**config.mk**
```make
export PLATFORM = sky130hd
export DESIGN_NAME = mem_ctrl
export DESIGN_NICKNAME = d
export VERILOG_FILES = /design/src/rtl/mem_ctrl_pkg.sv /design/src/rtl/mem_ctrl.sv
export SDC_FILE = /design/constraint.sdc
export NUM_CORES = 1
export LEC_CHECK = 0
export ABC_AREA = 1
export CAP_MARGIN = 0
export CORE_MARGIN = 2
export CORE_UTILIZATION = 45
export CTS_BUF_LIST = sky130_fd_sc_hd__clkbuf_4
export CTS_CLUSTER_SIZE = 8
export DETAILED_ROUTE_END_ITERATION = 8
export GPL_TIMING_DRIVEN = 0
export PLACE_DENSITY = 0.8
export SLEW_MARGIN = 15
export SYNTH_ARGS = -nofsm -noshare
export SYNTH_HDL_FRONTEND = slang
export SYNTH_SLANG_ARGS = --single-unit
```
**constraint.sdc**
```tcl
create_clock -name clk -period 3.12 [get_ports clk]
set_input_delay 0.312 -clock clk [delete_from_list [all_inputs] [get_ports clk]]
set_output_delay 0.312 -clock clk [all_outputs]
set_load 0.05 [all_outputs]
```
**src/rtl/mem_ctrl_pkg.sv**
```systemverilog
// Shared encodings for the byte-serial memory controller: FSM states,
// grant identities and transfer lengths.
package mem_ctrl_pkg;

  typedef enum logic [1:0] {
    MC_IDLE   = 2'd0,
    MC_IFETCH = 2'd1,
    MC_LOAD   = 2'd2,
    MC_STORE  = 2'd3
  } mc_state_e;

  typedef enum logic {
    GRANT_IF = 1'b0,
    GRANT_LS = 1'b1
  } grant_e;

  localparam logic [2:0] LEN_BYTE = 3'd1;
  localparam logic [2:0] LEN_HALF = 3'd2;
  localparam logic [2:0] LEN_WORD = 3'd4;

  // Any length other than byte/half collapses to a full word.
  function automatic logic [2:0] norm_len(input logic [2:0] len);
    case (len)
      LEN_BYTE: return LEN_BYTE;
      LEN_HALF: return LEN_HALF;
      default:  return LEN_WORD;
    endcase
  endfunction

endpackage

```
**src/rtl/mem_ctrl.sv**
```systemverilog
// Arbitrates the single 8-bit RAM/IO port between instruction fetch and
// load/store, sequencing multi-byte reads and writes one byte per cycle.
module mem_ctrl
  import mem_ctrl_pkg::*;
#(
  parameter logic [1:0] IO_BASE_HI = 2'b11
) (
  input  logic        clk,
  input  logic        rst,
  input  logic        rdy,
  input  logic        rollback,
  input  logic [7:0]  mem_din,
  output logic [7:0]  mem_dout,
  output logic [31:0] mem_a,
  output logic        mem_wr,
  input  logic        io_buffer_full,
  input  logic        if_valid,
  input  logic [31:0] if_addr,
  output logic        if_done,
  output logic [31:0] if_data,
  input  logic        ls_valid,
  input  logic        ls_wr,
  input  logic [2:0]  ls_len,
  input  logic [31:0] ls_addr,
  input  logic [31:0] ls_wdata,
  output logic        ls_done,
  output logic [31:0] ls_rdata
);

  mc_state_e   state, state_nxt;
  grant_e      last_grant, last_grant_nxt;
  logic [2:0]  cnt, cnt_nxt;
  logic [2:0]  len;
  logic [31:0] base;
  logic [31:0] wdata;
  logic [31:0] word;
  logic [31:0] cur_a;
  logic [1:0]  rd_byte;
  logic        grant_if, grant_ls;
  logic        capture;
  logic        io_stall;
  logic        is_read;

  always_comb begin
    state_nxt      = state;
    last_grant_nxt = last_grant;
    cnt_nxt        = cnt;
    grant_if       = 1'b0;
    grant_ls       = 1'b0;
    capture        = 1'b0;
    mem_a          = 32'd0;
    mem_wr         = 1'b0;
    mem_dout       = 8'd0;
    if_done        = 1'b0;
    ls_done        = 1'b0;
    cur_a          = base + {29'd0, cnt};
    rd_byte        = cnt[1:0] - 2'd1;
    io_stall       = (cur_a[17:16] == IO_BASE_HI) && io_buffer_full;
    is_read        = (state == MC_IFETCH) || (state == MC_LOAD);

    if (rst) begin
      // outputs stay at their zero defaults; the transfer is abandoned
    end else if (!rdy) begin
      // While paused, re-present the address whose byte is still owed so the
      // RAM's one-cycle latency lines up again when rdy returns.
      if (is_read && cnt != 3'd0 && cnt <= len)
        mem_a = cur_a - 32'd1;
    end else begin
      case (state)
        MC_IDLE: begin
          if (!rollback) begin
            if (if_valid && (!ls_valid || last_grant == GRANT_LS)) begin
              grant_if       = 1'b1;
              state_nxt      = MC_IFETCH;
              last_grant_nxt = GRANT_IF;
              cnt_nxt        = 3'd0;
            end else if (ls_valid) begin
              grant_ls       = 1'b1;
              state_nxt      = ls_wr ? MC_STORE : MC_LOAD;
              last_grant_nxt = GRANT_LS;
              cnt_nxt        = 3'd0;
            end
          end
        end
        MC_IFETCH, MC_LOAD: begin
          // cnt: address phase 0..len-1, capture phase 1..len, done at len+1
          if (cnt < len)
            mem_a = cur_a;
          capture = (cnt != 3'd0) && (cnt <= len);
          cnt_nxt = cnt + 3'd1;
          if (rollback) begin
            state_nxt = MC_IDLE;
            capture   = 1'b0;
          end else if (cnt == len + 3'd1) begin
            state_nxt = MC_IDLE;
            if (state == MC_IFETCH) if_done = 1'b1;
            else                    ls_done = 1'b1;
          end
        end
        MC_STORE: begin
          if (cnt == len) begin
            ls_done   = 1'b1;
            state_nxt = MC_IDLE;
          end else begin
            mem_a = cur_a;
            if (!io_stall) begin
              mem_wr   = 1'b1;
              mem_dout = wdata[{cnt[1:0], 3'b000} +: 8];
              cnt_nxt  = cnt + 3'd1;
            end
          end
        end
        default: state_nxt = MC_IDLE;
      endcase
    end

    if_data  = if_done ? word : 32'd0;
    ls_rdata = (ls_done && state == MC_LOAD) ? word : 32'd0;
  end

  always_ff @(posedge clk) begin
    if (rst) begin
      state      <= MC_IDLE;
      cnt        <= 3'd0;
      last_grant <= GRANT_LS;
    end else if (rdy) begin
      state      <= state_nxt;
      cnt        <= cnt_nxt;
      last_grant <= last_grant_nxt;
    end
  end

  // Transfer descriptor and assembled word: qualified by state, so no reset.
  always_ff @(posedge clk) begin
    if (grant_if) begin
      base <= if_addr;
      len  <= LEN_WORD;
      word <= 32'd0;
    end else if (grant_ls) begin
      base  <= ls_addr;
      len   <= norm_len(ls_len);
      wdata <= ls_wdata;
      word  <= 32'd0;
    end else if (capture) begin
      word[{rd_byte, 3'b000} +: 8] <= mem_din;
    end
  end

endmodule

```
==> impl_metrics.ini, run 1 <==
[critical_path]
required_ps = 2810
start_kind = register
crit_chain = ha_4 > inv_4 > fa_2 > ha_4 > a21boi_4 > nand3_4 > nor2_4 > nand2_2 > nor2_4 > nand3_4 > nor2_4 > buf_4 > nand2_1 > nand3_2 > a21oi_4 > buf_6
cp_max_fo = 3
cp_slowest_stage_delay_ps = 680
crit_type = register to primary output
crit_top_cell = nor2_4
crit_family = adder cells
slowest_stage = fa_2
cp_num_buf_inv = 3
cp.arrival_ps = 3660
ff2ff_setup_slack_ps = -30
critPathCaptureType = primary output

[global_routing]
grt_remaining_overflow = 0
grt_first_pass_wirelength_um = 45770
grt_max_degree = 20
grt_pass1_vias = 9508
grt_usage_pct = 32.38
grt_antenna_before_repair = 1

[clock_tree]
cts_tree = done
path_clk_slew_ps = 170
htree_num_levels = 3
ctsLongestPathBuffers = 2
ctsRootBufferMaster = clkbuf_4
numCtsBuffers = 9
clk_latency_ps = 500
cts.sinks = 105

[synth]
yosysWarnings = 0
synth_edf_count = 64
synthCells = 1159
ys_seq_elements = 105
yosysUniqueCellTypes = 41
async_flop_share_pct = 0
postSynthNetCount = 1293
synth.avg_cell_area_um2 = 6.526
yosysSeqAreaShare_pct = 36.26
synth_area_um2 = 7564
ys.flop_type = edfxtp_1

[floorplan]
die-area_um2 = 17860
pin_count = 222
start_util_pct = 45.77
die_height_um = 133.6
die-width_um = 133.6
rows = 47
core_area_um2 = 16520

[routing]
vias = 9947
first_pass_iters = 6
ant_nets = 0
drc_errors = 0
wl_per_cell_um = 20.35
avgViaCountPerCell = 5.776
drt_iter0_markers = 965
routed_wl_um = 35040

[cells_and_area]
final_area_um2 = 13350
fillCellCount = 1004
register_area_um2 = 2754
multi_input_area_um2 = 5907
nets = 1630
syn2layout_area_growth_pct = 76.54
drive_above_1_share_pct = 36.38

[power_and_ir_drop]
max-vdd-ir-drop_v = 0.0002565
power_density_nw_per_um2 = 296.9
power_leakage_nw = 5.393

[sta]
relSlewSlack_pct = 48.61
hold_slack_ps = 345.7
finalHoldViolations = 0
final.period_utilization_pct = 127.3
finalWorstPathRequiredPeriod_ps = 3971
clock.fmax_ghz = 0.2518
fin_ws_ps = -850.9
rsz0062_at_grt = true
finalSetupViolations = 81
worst_slew_pin_slew_ps = 762.8
skew_ps = 30.58
drv_slew = 0

[placement]
place_hpwl_um = 19970
io_buffers = 220
placed_area_um2 = 10810
gp_congestion = 0.9591

[flow_run]
cap_viol_max_count = 0

[outcome]
violations = setup timing
status = complete, but fails checks

[min_path]
hp-class = input pin to register
[Yosys cell counts (2+ instances only)]
cell,number,share of area [%]
buf_2,4,0.26
and2_1,2,0.17
nor2_2,18,1.5
nor3_1,4,0.26
clkbuf_1,30,1.5
nor2_1,171,8.5
dfxtp_1,41,11
nand4_1,11,0.91
nand3b_1,3,0.30
a221oi_1,8,0.93
inv_2,4,0.20
o21ai_0,58,3.8
ha_1,18,3.0
edfxtp_1,64,25
o21bai_1,3,0.30
nand2_4,2,0.30
a211oi_1,8,0.79
nand3_1,68,4.5
nand2_2,15,1.2
o31ai_1,2,0.20
xnor2_1,2,0.23
a21oi_1,111,7.3
a31oi_1,7,0.58
inv_1,134,6.7
nor2_4,3,0.45
nand2_1,348,17
nand3_2,5,0.66
xor2_1,2,0.23
[placed cells by master, fill, tap and decap left out, types with 11 or more instances in the layout]
cell and n:
nand2_1 295, inv_1 118, clkdlybuf4s50_1 113, buf_6 112, nor2_1 86, nor2_4 86
a21oi_1 77, buf_4 76, edfxtp_1 64, nand2_2 44, nand3_1 39, dfxtp_1 38
o21ai_0 34, nand3_2 24, a21oi_4 23, buf_8 22, nand2_4 22, nor2_2 20
clkbuf_1 16, o21ai_1 13, ha_1 13, a21oi_2 11, nand4_1 11, clkbuf_4 11
[sequential cells by signal (all words and copies together) (netlist names)]
signal and flops:
base 32, cnt 3, last_grant 1, len 3
state 2, wdata 32, word 32
[cell families (layout without fill, tap and decap cells)]
kind of cell	after synthesis	in the layout	synth area share (%)
AO/OA/AOI/OAI	202	202	14.44
XOR/XNOR	4	4	0.4633
adder cells (fa/ha/maj)	19	19	3.242
buffers and inverters	174	516	8.718
flip-flops	105	105	36.26
other	0	1	0
AND/OR/NAND/NOR	655	655	36.87
[routing by layer]
layer  routed length (µm)  up-vias  global-route usage (%)
li1                     -     4453                       -
met1                11560     4579                   34.26
met2                17460      689                   60.22
met3                 3423      226                   6.849
met4                 2599        0                   16.84
met5                    0        -                       0
[power breakdown]
| group | switching, mW | leakage, nW | internal (mW) |
|---|---|---|---|
| clock network | 0.495 | 0.0682 | 0.183 |
| logic | 1.04 | 4.41 | 0.594 |
| registers | 0.0575 | 0.916 | 1.59 |
| total | 1.60 | 5.39 | 2.37 |
[path summary, 6_finish.rpt]
path | startpoint | end | cells past startpoint
hold reg to reg | word[8] | word[8] | 2
setup / recovery | cnt[0] | mem_a[20] | 16
hold / removal | ls_wdata[1] | wdata[1] | 1
setup reg to reg | cnt[1] | word[14] | 13
[through the flow]
stage	worst slack, ps	std cells	util (%)	power (mW)	setup TNS (ps)
5_1_grt	-993.9	1722	80.81	4.110	-39750
4_1_cts	-570.6	1691	75.07	3.680	-28340
6_report	-850.9	1722	80.81	3.964	-26550
3_5_place_dp	-1249	1599	65.41	2.803	-136340
2_1_floorplan	-518.7	1159	-	2.404	-4175
3_3_place_gp	-1262	1599	65.41	2.772	-130320
[area by class of cell]
cell class | count | area share, %
clock inverter | 6 | 0.3561
multi-input combinational | 880 | 44.24
buffer | 31 | 2.071
timing repair buffer | 328 | 25.79
antenna | 1 | 0.01874
tap | 220 | 2.061
sequential | 105 | 20.62
timing repair inverter | 2 | 0.09370
clock buffer | 10 | 0.5622
inverter | 139 | 4.189
[repair_timing]
item / in CTS / in global routing
resized for setup: 939 / 194
pin swaps: 85 / 59
setup buffers: 72 / 36
hold endpoints to repair: 0 / 0
gates cloned: 6 / 3
hold buffers: 0 / 0
endpoints found under the setup margin: 172 / 149
Note: power is estimated with default switching activity, not from simulation.
==> inputs of run 2 (changes only) <==
--- a/config.mk
+++ b/config.mk
@@ -7,6 +7,7 @@
 export LEC_CHECK = 0
 export ABC_AREA = 1
 export CAP_MARGIN = 0
+export CORE_ASPECT_RATIO = 0.8
 export CORE_MARGIN = 2
 export CORE_UTILIZATION = 45
 export CTS_BUF_LIST = sky130_fd_sc_hd__clkbuf_4
==> constraint.sdc (replaced) <==
create_clock -name clk -period 3.12 [get_ports clk]
set_input_delay 0.78 -clock clk [delete_from_list [all_inputs] [get_ports clk]]
set_output_delay 0.78 -clock clk [all_outputs]
set_load 0.05 [all_outputs]
==> impl_metrics.ini, run 2 (synthesized netlist as in run 1, its figures left out) <==
[routing]
ant_nets = 0
avgViaCountPerCell = 5.391
drt_iter0_markers = 873
wl_per_cell_um = 16.93
routed_wl_um = 28540
first_pass_iters = 6
vias = 9083
drc_errors = 0

[global_routing]
grt_usage_pct = 30.91
grt_antenna_before_repair = 0
grt_remaining_overflow = 0
grt_max_degree = 39
grt_pass1_vias = 8430
grt_first_pass_wirelength_um = 43350

[clock_tree]
path_clk_slew_ps = 180
ctsRootBufferMaster = clkbuf_4
hold_buffers = 0
numCtsBuffers = 9
ctsLongestPathBuffers = 2
cts_tree = done
cts.sinks = 105
htree_num_levels = 3
clk_latency_ps = 510

[critical_path]
cp_max_fo = 3
start_kind = register
crit_type = register to primary output
cp.arrival_ps = 3400
required_ps = 2340
ff2ff_setup_slack_ps = -190
critPathCaptureType = primary output

[sta]
worst_slew_pin_slew_ps = 795.3
drv_slew = 0
skew_ps = 28.95
clock.fmax_ghz = 0.2391
fin_ws_ps = -1062
finalSetupViolations = 145
rsz0062_at_grt = true
finalHoldViolations = 0
final.period_utilization_pct = 134.0
relSlewSlack_pct = 46.87
hold_slack_ps = 526.8
finalWorstPathRequiredPeriod_ps = 4182

[cells_and_area]
syn2layout_area_growth_pct = 71.37
reg_top3 = base (32), wdata (32), word (32)
drive_above_1_share_pct = 33.72
fillCellCount = 1148
multi_input_area_um2 = 5738
final_cell_mix = nand2_1, inv_1, clkdlybuf4s50_1
layout_commonest_cell = nand2_1
register_area_um2 = 2751
final_area_um2 = 12960
final_util_pct = 78.55
antenna_cells = 0
nets = 1594
final_cells = 1685

[placement]
dp.cells = 1599
place_hpwl_um = 20310
io_buffers = 220
gp_congestion = 0.9290
placed_area_um2 = 11110

[floorplan]
die-area_um2 = 17870
rows = 42
die_height_um = 120.0
pin_count = 222
start_util_pct = 45.84
core_area_um2 = 16500
die-width_um = 148.9

[power_and_ir_drop]
comb_power_share_pct = 38.4
max-vdd-ir-drop_v = 0.0002106
total_power_mw = 3.772
p_sw_share_pct = 38.67
p_int_mw = 2.314
seqPwrFrac_pct = 43.5
clkPwrFrac_pct = 18.0
switchingPower_mw = 1.459
power_leakage_nw = 5.236
power_density_nw_per_um2 = 291.1

[outcome]
status = complete, but fails checks
violations = setup timing

[flow_run]
cap_viol_max_count = 0

[min_path]
hp-class = register to register
## run 2: final timing paths
path | cells after the start | from | to
worst min-delay path | 2 | len[2] | len[2]
worst max-delay path | 15 | cnt[1] | mem_a[26]
worst min register to register | 2 | len[2] | len[2]
worst max register to register | 10 | state[0] | word[3]
## run 2: metal layers
layer	up-vias	global-route usage, %	wire (µm)
li1	4375	-	-
met1	4196	43.17	12200
met2	456	48.88	13230
met3	56	6.654	2582
met4	0	7.738	521
met5	-	0	0
## run 2: critical path: stages (launching register included)
cell and delay [ps]:
dfxtp_4 390, buf_8 100, inv_6 30, clkbuf_16 130, fa_2 580, ha_4 150
a21boi_4 220, nand3_2 130, nor2_4 190, nand2_4 80, nor2_4 110, nand4_1 200
nand2_1 140, nand3_2 90, a21oi_4 160, buf_6 170
## run 2: area by class of cell
type	count	share of cell area [%]
timing repair buffer	291	24.11
clock buffer	9	0.5213
clock inverter	7	0.4923
tap	220	2.124
buffer	34	2.886
inverter	139	4.363
sequential	105	21.23
multi-input combinational	880	44.27
## run 2: repair_timing
action,in CTS,in global routing
gates cloned,6,0
setup buffers,48,18
gates resized for setup,882,128
endpoints found under the setup margin,145,145
endpoints found under the hold margin,0,0
pin swaps,63,48
## run 2: power groups by stage
stage | combinational (mW) | sequential (mW) | clock (mW)
after detailed placement | 1.19 | 1.68 | 0
after global routing | 1.55 | 1.65 | 0.746
after CTS | 1.36 | 1.64 | 0.691
after floorplan | 0.805 | 1.66 | 0
after global placement | 1.17 | 1.67 | 0
final | 1.45 | 1.64 | 0.681
## run 2: metrics by stage
step | setup slack (ps) | TNS, ps
floorplan | -986.7 | -23580
global placement | -1471 | -171500
detailed placement | -1521 | -176440
CTS | -1038 | -81190
global route | -1237 | -108920
finish | -1062 | -86440
